==> config.mk <==
export PLATFORM = sky130hd
export DESIGN_NAME = solver_io_flat
export DESIGN_NICKNAME = d
export VERILOG_FILES = /design/src/rtl/solver_io_if.sv /design/src/rtl/solver_io.sv /design/src/flat_wrapper.sv
export SDC_FILE = /design/constraint.sdc
export NUM_CORES = 1
export LEC_CHECK = 0
export ABC_AREA = 1
export CAP_MARGIN = 20
export CORE_AREA = 10 10 79 74
export DETAILED_ROUTE_END_ITERATION = 7
export DIE_AREA = 0 0 89 84
export GPL_TIMING_DRIVEN = 0
export PLACE_DENSITY = 0.77
export SLEW_MARGIN = 15
export SYNTH_ARGS = -nofsm -noshare
export SYNTH_HDL_FRONTEND = slang
export SYNTH_SLANG_ARGS = --single-unit
==> constraint.sdc <==
create_clock -name clk -period 2.1 [get_ports clk]
set_clock_uncertainty 0.1 [all_clocks]
set_input_delay 0.42 -clock clk [delete_from_list [all_inputs] [get_ports clk]]
set_output_delay 0.42 -clock clk [all_outputs]
set_load 0.03 [all_outputs]
==> src/rtl/solver_io_if.sv <==
// Handshake and solver-control bundle for solver_io.
// master = solver_io side, slave = host/solver side.
interface solver_io_if #(
  parameter int WIDTH  = 8,
  parameter int RWIDTH = 16
);
  logic              in_valid;
  logic              in_ready;
  logic [WIDTH-1:0]  in_x;
  logic              out_valid;
  logic              out_ready;
  logic [RWIDTH-1:0] out_result;
  logic              out_timeout;
  logic [7:0]        out_cycles;
  logic              solver_rst;
  logic              solver_start;
  logic [WIDTH-1:0]  solver_x;
  logic              solver_completed;
  logic [RWIDTH-1:0] solver_result;

  modport master (
    input  in_valid, in_x, out_ready, solver_completed, solver_result,
    output in_ready, out_valid, out_result, out_timeout, out_cycles,
           solver_rst, solver_start, solver_x
  );

  modport slave (
    output in_valid, in_x, out_ready, solver_completed, solver_result,
    input  in_ready, out_valid, out_result, out_timeout, out_cycles,
           solver_rst, solver_start, solver_x
  );
endinterface

==> src/rtl/solver_io.sv <==
// Host-side front end for the expression solver: accept operand, re-arm, launch, capture.
// SOLVER_IO_TIMEOUT_EN enables the TIMEOUT abort path in WAIT.
module solver_io #(
  parameter int WIDTH   = 8,
  parameter int RWIDTH  = 16,
  parameter int TIMEOUT = 32
) (
  input  logic        clk,
  input  logic        rst,
  solver_io_if.master bus
);

  typedef enum logic [2:0] {IDLE, CLEAR, LAUNCH, WAIT, HOLD} state_t;

  localparam logic [7:0] TO_K = 8'(TIMEOUT);

  state_t            state, state_nxt;
  logic [7:0]        count, count_inc;
  logic              timeout_hit;
  logic [RWIDTH-1:0] result_q;
  logic              timeout_q;
  logic [7:0]        cycles_q;
  logic [WIDTH-1:0]  x_q;

  assign count_inc = (count == 8'hFF) ? count : count + 8'd1;

`ifdef SOLVER_IO_TIMEOUT_EN
  assign timeout_hit = (count_inc == TO_K);
`else
  // Never fires; the compare keeps TIMEOUT referenced in this build.
  assign timeout_hit = 1'b0 & (count_inc == TO_K);
`endif

  always_ff @(posedge clk) begin
    if (rst) state <= IDLE;
    else     state <= state_nxt;
  end

  always_comb begin
    state_nxt = state;
    unique case (state)
      IDLE:    if (bus.in_valid) state_nxt = CLEAR;
      CLEAR:   state_nxt = LAUNCH;
      LAUNCH:  state_nxt = WAIT;
      WAIT:    if (bus.solver_completed || timeout_hit) state_nxt = HOLD;
      HOLD:    if (bus.out_ready) state_nxt = IDLE;
      default: state_nxt = IDLE;
    endcase
  end

  always_ff @(posedge clk) begin
    if (rst) begin
      count     <= '0;
      result_q  <= '0;
      timeout_q <= 1'b0;
      cycles_q  <= '0;
      x_q       <= '0;
    end else begin
      unique case (state)
        IDLE:   if (bus.in_valid) x_q <= bus.in_x;
        LAUNCH: count <= '0;
        WAIT: begin
          count <= count_inc;
          // Completion takes priority over a coincident timeout.
          if (bus.solver_completed) begin
            result_q  <= bus.solver_result;
            timeout_q <= 1'b0;
            cycles_q  <= count_inc;
          end else if (timeout_hit) begin
            result_q  <= '0;
            timeout_q <= 1'b1;
            cycles_q  <= count_inc;
          end
        end
        default: ;
      endcase
    end
  end

  assign bus.in_ready     = (state == IDLE);
  assign bus.out_valid    = (state == HOLD);
  assign bus.solver_rst   = rst | (state == CLEAR);
  assign bus.solver_start = (state == LAUNCH);
  assign bus.solver_x     = x_q;
  assign bus.out_result   = result_q;
  assign bus.out_timeout  = timeout_q;
  assign bus.out_cycles   = cycles_q;

endmodule

==> src/flat_wrapper.sv <==
// flat-port wrapper written by rule: the top's interface ports become plain ports
module solver_io_flat 
#(
  parameter int WIDTH   = 8,
  parameter int RWIDTH  = 16,
  parameter int TIMEOUT = 32
)
  (clk, rst, bus_in_valid, bus_in_x, bus_out_ready, bus_solver_completed, bus_solver_result, bus_in_ready, bus_out_valid, bus_out_result, bus_out_timeout, bus_out_cycles, bus_solver_rst, bus_solver_start, bus_solver_x);
  solver_io_if #(.WIDTH(WIDTH), .RWIDTH(RWIDTH)) bus_i ();
  input  logic clk;
  input  logic rst;
  input wire logic [$bits(bus_i.in_valid)-1:0] bus_in_valid;
  input wire logic [$bits(bus_i.in_x)-1:0] bus_in_x;
  input wire logic [$bits(bus_i.out_ready)-1:0] bus_out_ready;
  input wire logic [$bits(bus_i.solver_completed)-1:0] bus_solver_completed;
  input wire logic [$bits(bus_i.solver_result)-1:0] bus_solver_result;
  output wire logic [$bits(bus_i.in_ready)-1:0] bus_in_ready;
  output wire logic [$bits(bus_i.out_valid)-1:0] bus_out_valid;
  output wire logic [$bits(bus_i.out_result)-1:0] bus_out_result;
  output wire logic [$bits(bus_i.out_timeout)-1:0] bus_out_timeout;
  output wire logic [$bits(bus_i.out_cycles)-1:0] bus_out_cycles;
  output wire logic [$bits(bus_i.solver_rst)-1:0] bus_solver_rst;
  output wire logic [$bits(bus_i.solver_start)-1:0] bus_solver_start;
  output wire logic [$bits(bus_i.solver_x)-1:0] bus_solver_x;
  assign bus_i.in_valid = bus_in_valid;
  assign bus_i.in_x = bus_in_x;
  assign bus_i.out_ready = bus_out_ready;
  assign bus_i.solver_completed = bus_solver_completed;
  assign bus_i.solver_result = bus_solver_result;
  assign bus_in_ready = bus_i.in_ready;
  assign bus_out_valid = bus_i.out_valid;
  assign bus_out_result = bus_i.out_result;
  assign bus_out_timeout = bus_i.out_timeout;
  assign bus_out_cycles = bus_i.out_cycles;
  assign bus_solver_rst = bus_i.solver_rst;
  assign bus_solver_start = bus_i.solver_start;
  assign bus_solver_x = bus_i.solver_x;
  solver_io #(.WIDTH(WIDTH), .RWIDTH(RWIDTH), .TIMEOUT(TIMEOUT)) u_core (.clk(clk), .rst(rst), .bus(bus_i));
endmodule
==> metrics.cfg, run 1 <==
[timing]
finalSetupViolations = 0
fmax_ghz = 0.517
drv_slew = 0
finalCritPeriodShare_pct = 92.2
report.final.hold_viol_count = 0
max_slew_margin_pct = 66.1
worst_hold_slack_ps = 342
fin_ws_ps = 164
grt_setup_unrepaired = false
finalCriticalPeriod_ps = 1940
tightest_slew_ps = 509

[floorplan]
start_util_pct = 42.0
fp.dieH_um = 84
coreArea_um2 = 4290
io_pins = 66
rows = 23
dieWidth_um = 89
die_area_um2 = 7480

[clock_tree]
cts_tree = yes
clock_sinks = 43
htreeDepth = 2
clk_pin_slew_ps = 80
insertion_delay_ps = 300
cts-hold-fix-buffers = 0
numCtsBuffers = 5
cts_root_buf = clkbuf_8
clk_path_buf_depth = 2

[routing]
avgViaCountPerCell = 4.80
drt-total-wl_um = 5070
firstDrtPassIters = 4
drt_iter0_drc = 109
wl_per_cell_um = 13.7
ant_nets = 0
vias = 1780
drc = 0

[global_routing]
grt_overflow = 0
grt_max_degree = 18
grt_pass1_vias = 1854
grt_antenna_before_repair = 0
grtUsageTotal_pct = 14.2
grt_pass1_wl_um = 8490

[finish]
nets = 351
antennaDiodeCount = 0
fill_cells = 416
drive_gt1_share_pct = 8.10
finalCoreUtilization_pct = 60.3
mostFrequentLayoutCell = clkdlybuf4s50_1
multi_input_area_um2 = 798
layout_common_cells = clkdlybuf4s50_1, nand2_1, nor2_1, dfxtp_1, o21ai_0
regArea_um2 = 861
final_cell_area_um2 = 2590
area_delta_synth_final_pct = 43.7

[critical_path]
crit_type = register to output port
slowest_delay_ps = 350
critPathSlowestCell = dfxtp_1
cp.arrival_ps = 1420
cp-start-kind = register
critPathMaxFanout = 10
r2r_cells = 8
end_kind = output port
critPathRequiredTime_ps = 1580
worstPathCellList = nor2_1 > inv_1 > nor2_2 > buf_4 > clkdlybuf4s18_2

[placement]
place_ws_ps = -341
hpwlAfterDp_um = 3760
port_buffers = 62
place.gp.congestion = 0.804
post_dp_cell_area_um2 = 2480

[min_path]
hold_path_class = input pin to register
min_path_cells = 2

[flow_run]
cap_violations = 0

[synth]
syn_inst = 251
synth-seq-cells = 43
ys_warn_count = 0
synth_cell_types = 22
avgSynthCellArea_um2 = 7.17
synth_nets = 281
synth_top_area_cell = dfxtp_1
synth_top_area_share_pct = 47.8
seq_area_frac_synth_pct = 47.8
synthesis.area_um2 = 1800
synth_area_leaders = dfxtp_1, nand2_1, nor2_1

[pwr]
p_leak_uw = 0.00107
powerDensity_nw_per_um2 = 694
ir_drop_mv = 0.400
total_power_uw = 1790

[outcome]
status = finished, final reports clean

[critical path: cells and delay by family, from the launching register on]
family,cells,cell delay [ps]
buf+inv,3,550
flops,1,350
simple gates,2,210
[flip-flops by register name, summed over array words and instances (netlist names)]
name and count:
u_core.bus.out_result 16, u_core.bus.out_cycles 8, u_core.bus.solver_x 8, u_core.count 8, u_core.state 3
[per-layer routing]
layer | share of wire (%) | GRT usage [%] | vias to the layer above
met5 | 0 | 0 | -
met4 | 2.2 | 5.92 | 0
met3 | 11 | 8.30 | 11
met2 | 41 | 21.0 | 54
met1 | 45 | 16.1 | 774
li1 | - | - | 941
[layout make-up]
type	count	share of cell area, %
Tap cell	50	2.42
Buffer	11	2.71
Multi-Input combinational cell	177	30.9
Sequential cell	43	33.3
Timing Repair Buffer	64	24.4
Inverter	19	2.90
Clock inverter	1	0.194
Clock buffer	6	3.19
[path summary, 6_finish.rpt]
kind | from | endpoint | slack (ps)
setup reg to reg | u_core.count[0]$_SDFFE_PP0P_ | u_core.bus.out_cycles[1]$_SDFFE_PP0P_ | 360
hold reg to reg | u_core.bus.solver_x[7]$_SDFFE_PP0P_ | u_core.bus.solver_x[7]$_SDFFE_PP0P_ | 370
setup / recovery | u_core.state[0]$_SDFFE_PP0P_ | bus_in_ready | 160
hold / removal | rst | u_core.count[7]$_SDFFE_PP0P_ | 340
[cells by family after synthesis]
group           Yosys count  synth area share, %
other cells               1                0.208
xor+xnor                  1                0.487
buf+inv                  31                 7.93
simple gates            124                 28.2
flops                    43                 47.8
fa+ha+maj                 1                0.695
compound gates           50                 14.6
[synth_stat cells]
cell      count
nand2_1      53
nor2_1       48
dfxtp_1      43
o21ai_0      25
a21oi_1      19
nand3_1      19
inv_1        17
buf_2         4
clkbuf_1      4
buf_4         3
o21a_1        3
a31oi_1       2
inv_2         2
clkbuf_8      1
conb_1        1
ha_1          1
nand2_2       1
nor2_2        1
nor3_1        1
nor3_4        1
o211ai_1      1
xnor2_1       1
[timing repair]
item / 4_1_cts / 5_1_grt
resized for setup: 5 / 8
setup endpoints to repair: 4 / 3
buffers inserted: 0 / 2
[metrics by stage]
| step | setup TNS (ps) | instances |
|---|---|---|
| 6_report | 0 | 371 |
| 5_1_grt | 0 | 371 |
| 3_5_place_dp | -352 | 363 |
| 4_1_cts | -183 | 369 |
| 3_3_place_gp | -333 | 363 |
| 2_1_floorplan | 0 | 251 |
[where the power goes]
part | switching (uW) | internal (uW) | total (uW)
clock | 271 | 258 | 529
combinational | 221 | 164 | 385
sequential | 24.7 | 855 | 879
(Power assumes the default switching activity.)
==> run 2: changes to the inputs <==
- SKIP_LAST_GASP: not set -> 1
==> run 2 against run 1 <==
Via count is the same. Die area stayed put. Design area about the same. Flip-flop and latch count is the same. Critical endpoint unchanged. Sequential power hardly changed. Register-to-register slack hardly changed. First-iteration DRC count stayed put. Clock-buffer cell count unchanged. Global-route usage did not move. Critical path type unchanged. Sequential share of layout area about the same. Cell count unchanged. Non-clock buffer count stayed put.
==> metrics.cfg, run 2 (synthesis results as in run 1) <==
[outcome]
status = finished, final reports clean

[global_routing]
grtUsageTotal_pct = 14.2
grt_pass1_vias = 1854
grt_max_degree = 18
grt_overflow = 0
grt_antenna_before_repair = 0
grt_pass1_wl_um = 8490

[routing]
drt_iter0_drc = 109
avgViaCountPerCell = 4.80
drt-total-wl_um = 5070
wl_per_cell_um = 13.7
vias = 1780
drc = 0
firstDrtPassIters = 4
ant_nets = 0

[pwr]
ir_drop_mv = 0.400
p_int_uw = 1280
seqPwrFrac_pct = 49.1
power_frac_comb_pct = 21.4
p_clk_share_pct = 29.5
p_sw_uw = 516
swShare_pct = 28.8
powerDensity_nw_per_um2 = 693
p_leak_uw = 0.00107

[min_path]
min_from = rst
hold_path_class = input pin to register

[finish]
nets = 351
final_cells = 371
mostFrequentLayoutCell = clkdlybuf4s50_1
final_cell_area_um2 = 2580
largest_reg_flops = 16
antennaDiodeCount = 0
layout_common_cells = clkdlybuf4s50_1, nand2_1, nor2_1, dfxtp_1, o21ai_0
fill_cells = 417
drive_gt1_share_pct = 7.79
area_delta_synth_final_pct = 43.6

[clock_tree]
cts-hold-fix-buffers = 0
clk_path_buf_depth = 2
cts_root_buf = clkbuf_8
clk_pin_slew_ps = 80
insertion_delay_ps = 300
numCtsBuffers = 5
htreeDepth = 2
clock_sinks = 43
cts_tree = yes

[critical_path]
timing.rr.start = u_core.count[0]$_SDFFE_PP0P_
crit_type = register to output port
end_kind = output port
critPathMaxFanout = 10
startpoint = u_core.state[0]$_SDFFE_PP0P_
cp-start-kind = register
critPathRequiredTime_ps = 1580
cp.arrival_ps = 1460

[floorplan]
io_pins = 66
die_area_um2 = 7480
rows = 23
coreArea_um2 = 4290
start_util_pct = 42.0
fp.dieH_um = 84
dieWidth_um = 89

[timing]
finalCritPeriodShare_pct = 94.5
fmax_ghz = 0.504
report.final.hold_viol_count = 0
tns_ps = 0
max_slew_margin_pct = 66.1
drv_slew = 0
tightest_slew_ps = 509
grt_setup_unrepaired = true
finalCriticalPeriod_ps = 1980
finalSetupViolations = 0

[placement]
hpwlAfterDp_um = 3760
port_buffers = 62
place.gp.congestion = 0.804
post_dp_cell_area_um2 = 2480
placed_cells = 363

[flow_run]
cap_violations = 0

## run 2: cell counts in the layout (fill, tap and decap cells not counted)
No cell type changed its count.
## run 2: critical path, stage by stage (launching register included)
cell	delay, ps
dfxtp_1	350
nor2_1	90
inv_1	50
nor2_1	160
buf_4	200
clkdlybuf4s18_2	310
## run 2: per-layer routing
metal | GRT usage (%) | routed length [um] | vias up
li1 | - | - | 941
met1 | 16.1 | 2300 | 774
met2 | 21.0 | 2080 | 54
met3 | 8.30 | 579 | 11
met4 | 5.92 | 109 | 0
met5 | 0 | 0 | -
## run 2: area by class of cell
cell class | count | area [um2] | area share (%)
flip-flops and latches | 43 | 861 | 33.3
multi-input cells | 177 | 796 | 30.8
repair buffers | 64 | 632 | 24.5
clock buffers | 6 | 82.6 | 3.20
inverters | 19 | 75.1 | 2.91
plain buffers | 11 | 70.1 | 2.71
well taps | 50 | 62.6 | 2.42
clock inverters | 1 | 5.00 | 0.194
## run 2: path summary, 6_finish.rpt
path	endpoint	slack, ps	cells past startpoint
worst min register to register	u_core.bus.solver_x[7]$_SDFFE_PP0P_	370	2
worst max register to register	u_core.bus.out_cycles[1]$_SDFFE_PP0P_	360	8
worst max-delay path	bus_in_ready	120	5
worst min-delay path	u_core.count[7]$_SDFFE_PP0P_	340	2
## run 2: power by group through the flow
stage | Combinational, uW | Clock (uW) | Sequential (uW)
after global placement | 379 | 0 | 896
after global routing | 417 | 574 | 885
final | 383 | 529 | 879
after floorplan | 151 | 0 | 959
after CTS | 381 | 541 | 879
after detailed placement | 383 | 0 | 898
## run 2: stage by stage
step	util, %	total power [uW]	worst slack, ps	hold WS (ps)
final	60.3	1790	116	342
after global routing	60.3	1880	-49.6	366
after CTS	59.8	1800	-183	312
after detailed placement	57.9	1280	-341	360
after global placement	57.9	1280	-333	349
after floorplan	-	1110	407	370
## run 2: repair_timing
action                                  in CTS  in global routing
setup buffers                                0                  2
gates resized for setup                      5                  7
pin swaps                                    0                  0
cloned                                       0                  0
endpoints found under the setup margin       4                  3
==> run 3: changes to the inputs <==
- clock period: 2.1 -> 2.2 ns (I/O delays scaled with it)
==> run 3 against run 2 <==
Worst setup slack worse by 80 ps. Global-route usage stayed put. Non-clock buffer count stayed put. Routed wire length hardly changed. Largest cell class unchanged.
==> metrics.cfg, run 3 (synthesis results as in run 1) <==
[critical_path]
critical_path_buf_inv_count = 3
cp.arrival_ps = 1620
end_kind = output port
worstPathCellList = buf_2 > clkinvlp_4 > nand2_1 > clkdlybuf4s50_1
cp-start-kind = input pin
critPathMaxFanout = 10
cp.depth = 4
timing.rr.start = u_core.count[0]$_SDFFE_PP0P_
r2r_cells = 8
crit_type = input pin to output port
critPathSlowestCell = clkdlybuf4s50_1
slowest_delay_ps = 680
critPathRequiredTime_ps = 1660
r2r_end = u_core.bus.out_cycles[1]$_SDFFE_PP0P_
crit_family = buffers and inverters
rrSetupSlack_ps = 460

[finish]
nets = 351
drive_gt1_share_pct = 7.48
final_cell_area_um2 = 2580
layout_common_cells = clkdlybuf4s50_1, nand2_1, nor2_1, dfxtp_1, o21ai_0
fill_cells = 419
multi_input_area_um2 = 796
mostFrequentLayoutCell = clkdlybuf4s50_1
antennaDiodeCount = 0
area_delta_synth_final_pct = 43.3
regArea_um2 = 861
largest_reg_flops = 16

[placement]
place_ws_ps = -281
post_dp_cell_area_um2 = 2480
hpwlAfterDp_um = 3760
port_buffers = 62
place.gp.congestion = 0.804

[pwr]
p_int_uw = 1210
ir_drop_mv = 0.382
p_clk_share_pct = 29.7
seqPwrFrac_pct = 49.2
powerDensity_nw_per_um2 = 662
swShare_pct = 28.9
power_frac_comb_pct = 21.2
p_leak_uw = 0.00107
p_sw_uw = 493

[floorplan]
rows = 23
start_util_pct = 42.0
fp.dieH_um = 84
io_pins = 66
coreArea_um2 = 4290
die_area_um2 = 7480
dieWidth_um = 89

[routing]
vias = 1784
ant_nets = 0
drt_iter0_drc = 123
drc = 0
avgViaCountPerCell = 4.81
drt-total-wl_um = 5070
wl_per_cell_um = 13.7
firstDrtPassIters = 4

[clock_tree]
clock_sinks = 43
cts_root_buf = clkbuf_8
numCtsBuffers = 5
clk_path_buf_depth = 2
clk_pin_slew_ps = 80
htreeDepth = 2
insertion_delay_ps = 300
cts-hold-fix-buffers = 0
cts_tree = yes

[timing]
finalCritPeriodShare_pct = 98.4
finalSetupViolations = 0
tightest_slew_ps = 515
max_slew_margin_pct = 65.7
grt_setup_unrepaired = true
fin_ws_ps = 36.0
fmax_ghz = 0.462
report.final.hold_viol_count = 0
finalCriticalPeriod_ps = 2160
drv_slew = 0

[min_path]
min_from = rst
hold_path_class = input pin to register
min_to = u_core.count[7]$_SDFFE_PP0P_
min_path_cells = 2

[global_routing]
grtUsageTotal_pct = 14.2
grt_pass1_wl_um = 8490
grt_antenna_before_repair = 0
grt_pass1_vias = 1854
grt_overflow = 0
grt_max_degree = 18

[flow_run]
cap_violations = 0

[outcome]
status = finished, final reports clean

-- run 3: changes by cell type in the layout (fill, tap and decap cells not counted), sizes merged --
cell	before	now
clkdlybuf4s18	1	0
clkdlybuf4s50	58	59
dlygate4sd2	1	2
dlymetal6s2s	1	0
-- run 3: power groups by stage --
stage | Sequential [uW] | Clock, uW | Combinational, uW
after detailed placement | 857 | 0 | 366
after global routing | 845 | 547 | 394
after global placement | 855 | 0 | 362
after CTS | 839 | 517 | 362
after floorplan | 915 | 0 | 144
final | 839 | 506 | 361
-- run 3: repair_timing --
action	4_1_cts	5_1_grt
setup endpoints to repair	4	2
setup buffers	0	2
gates resized for setup	3	3
-- run 3: worst max-delay path by stage --
stage	startpoint	endpoint	slack (ps)
final	rst	bus_solver_rst	40
after global placement	rst	bus_solver_rst	-270
after detailed placement	rst	bus_solver_rst	-280
after CTS	rst	bus_solver_rst	-120
after floorplan	rst	bus_solver_rst	470
after global routing	rst	bus_solver_rst	-20
-- run 3: metal layers --
metal / global-route usage (%) / share of wire [%]
met5: 0 / 0
met2: 21.0 / 41
met4: 5.92 / 2.2
met3: 8.30 / 12
met1: 16.1 / 44
-- run 3: layout make-up --
class	instances	share of cell area [%]
clock inverter	1	0.194
multi-input combinational	177	30.9
sequential	43	33.4
timing repair buffer	64	24.4
tap	50	2.43
buffer	11	2.62
inverter	19	2.91
clock buffer	6	3.20
-- run 3: through the flow --
step	util (%)	setup TNS, ps	total power [uW]	cells	hold WS [ps]
finish	60.1	0	1710	371	361
CTS	59.8	-123	1720	369	332
global placement	57.9	-273	1220	363	349
detailed placement	57.9	-281	1220	363	360
floorplan	-	0	1060	251	370
global route	60.1	-23.5	1790	371	386
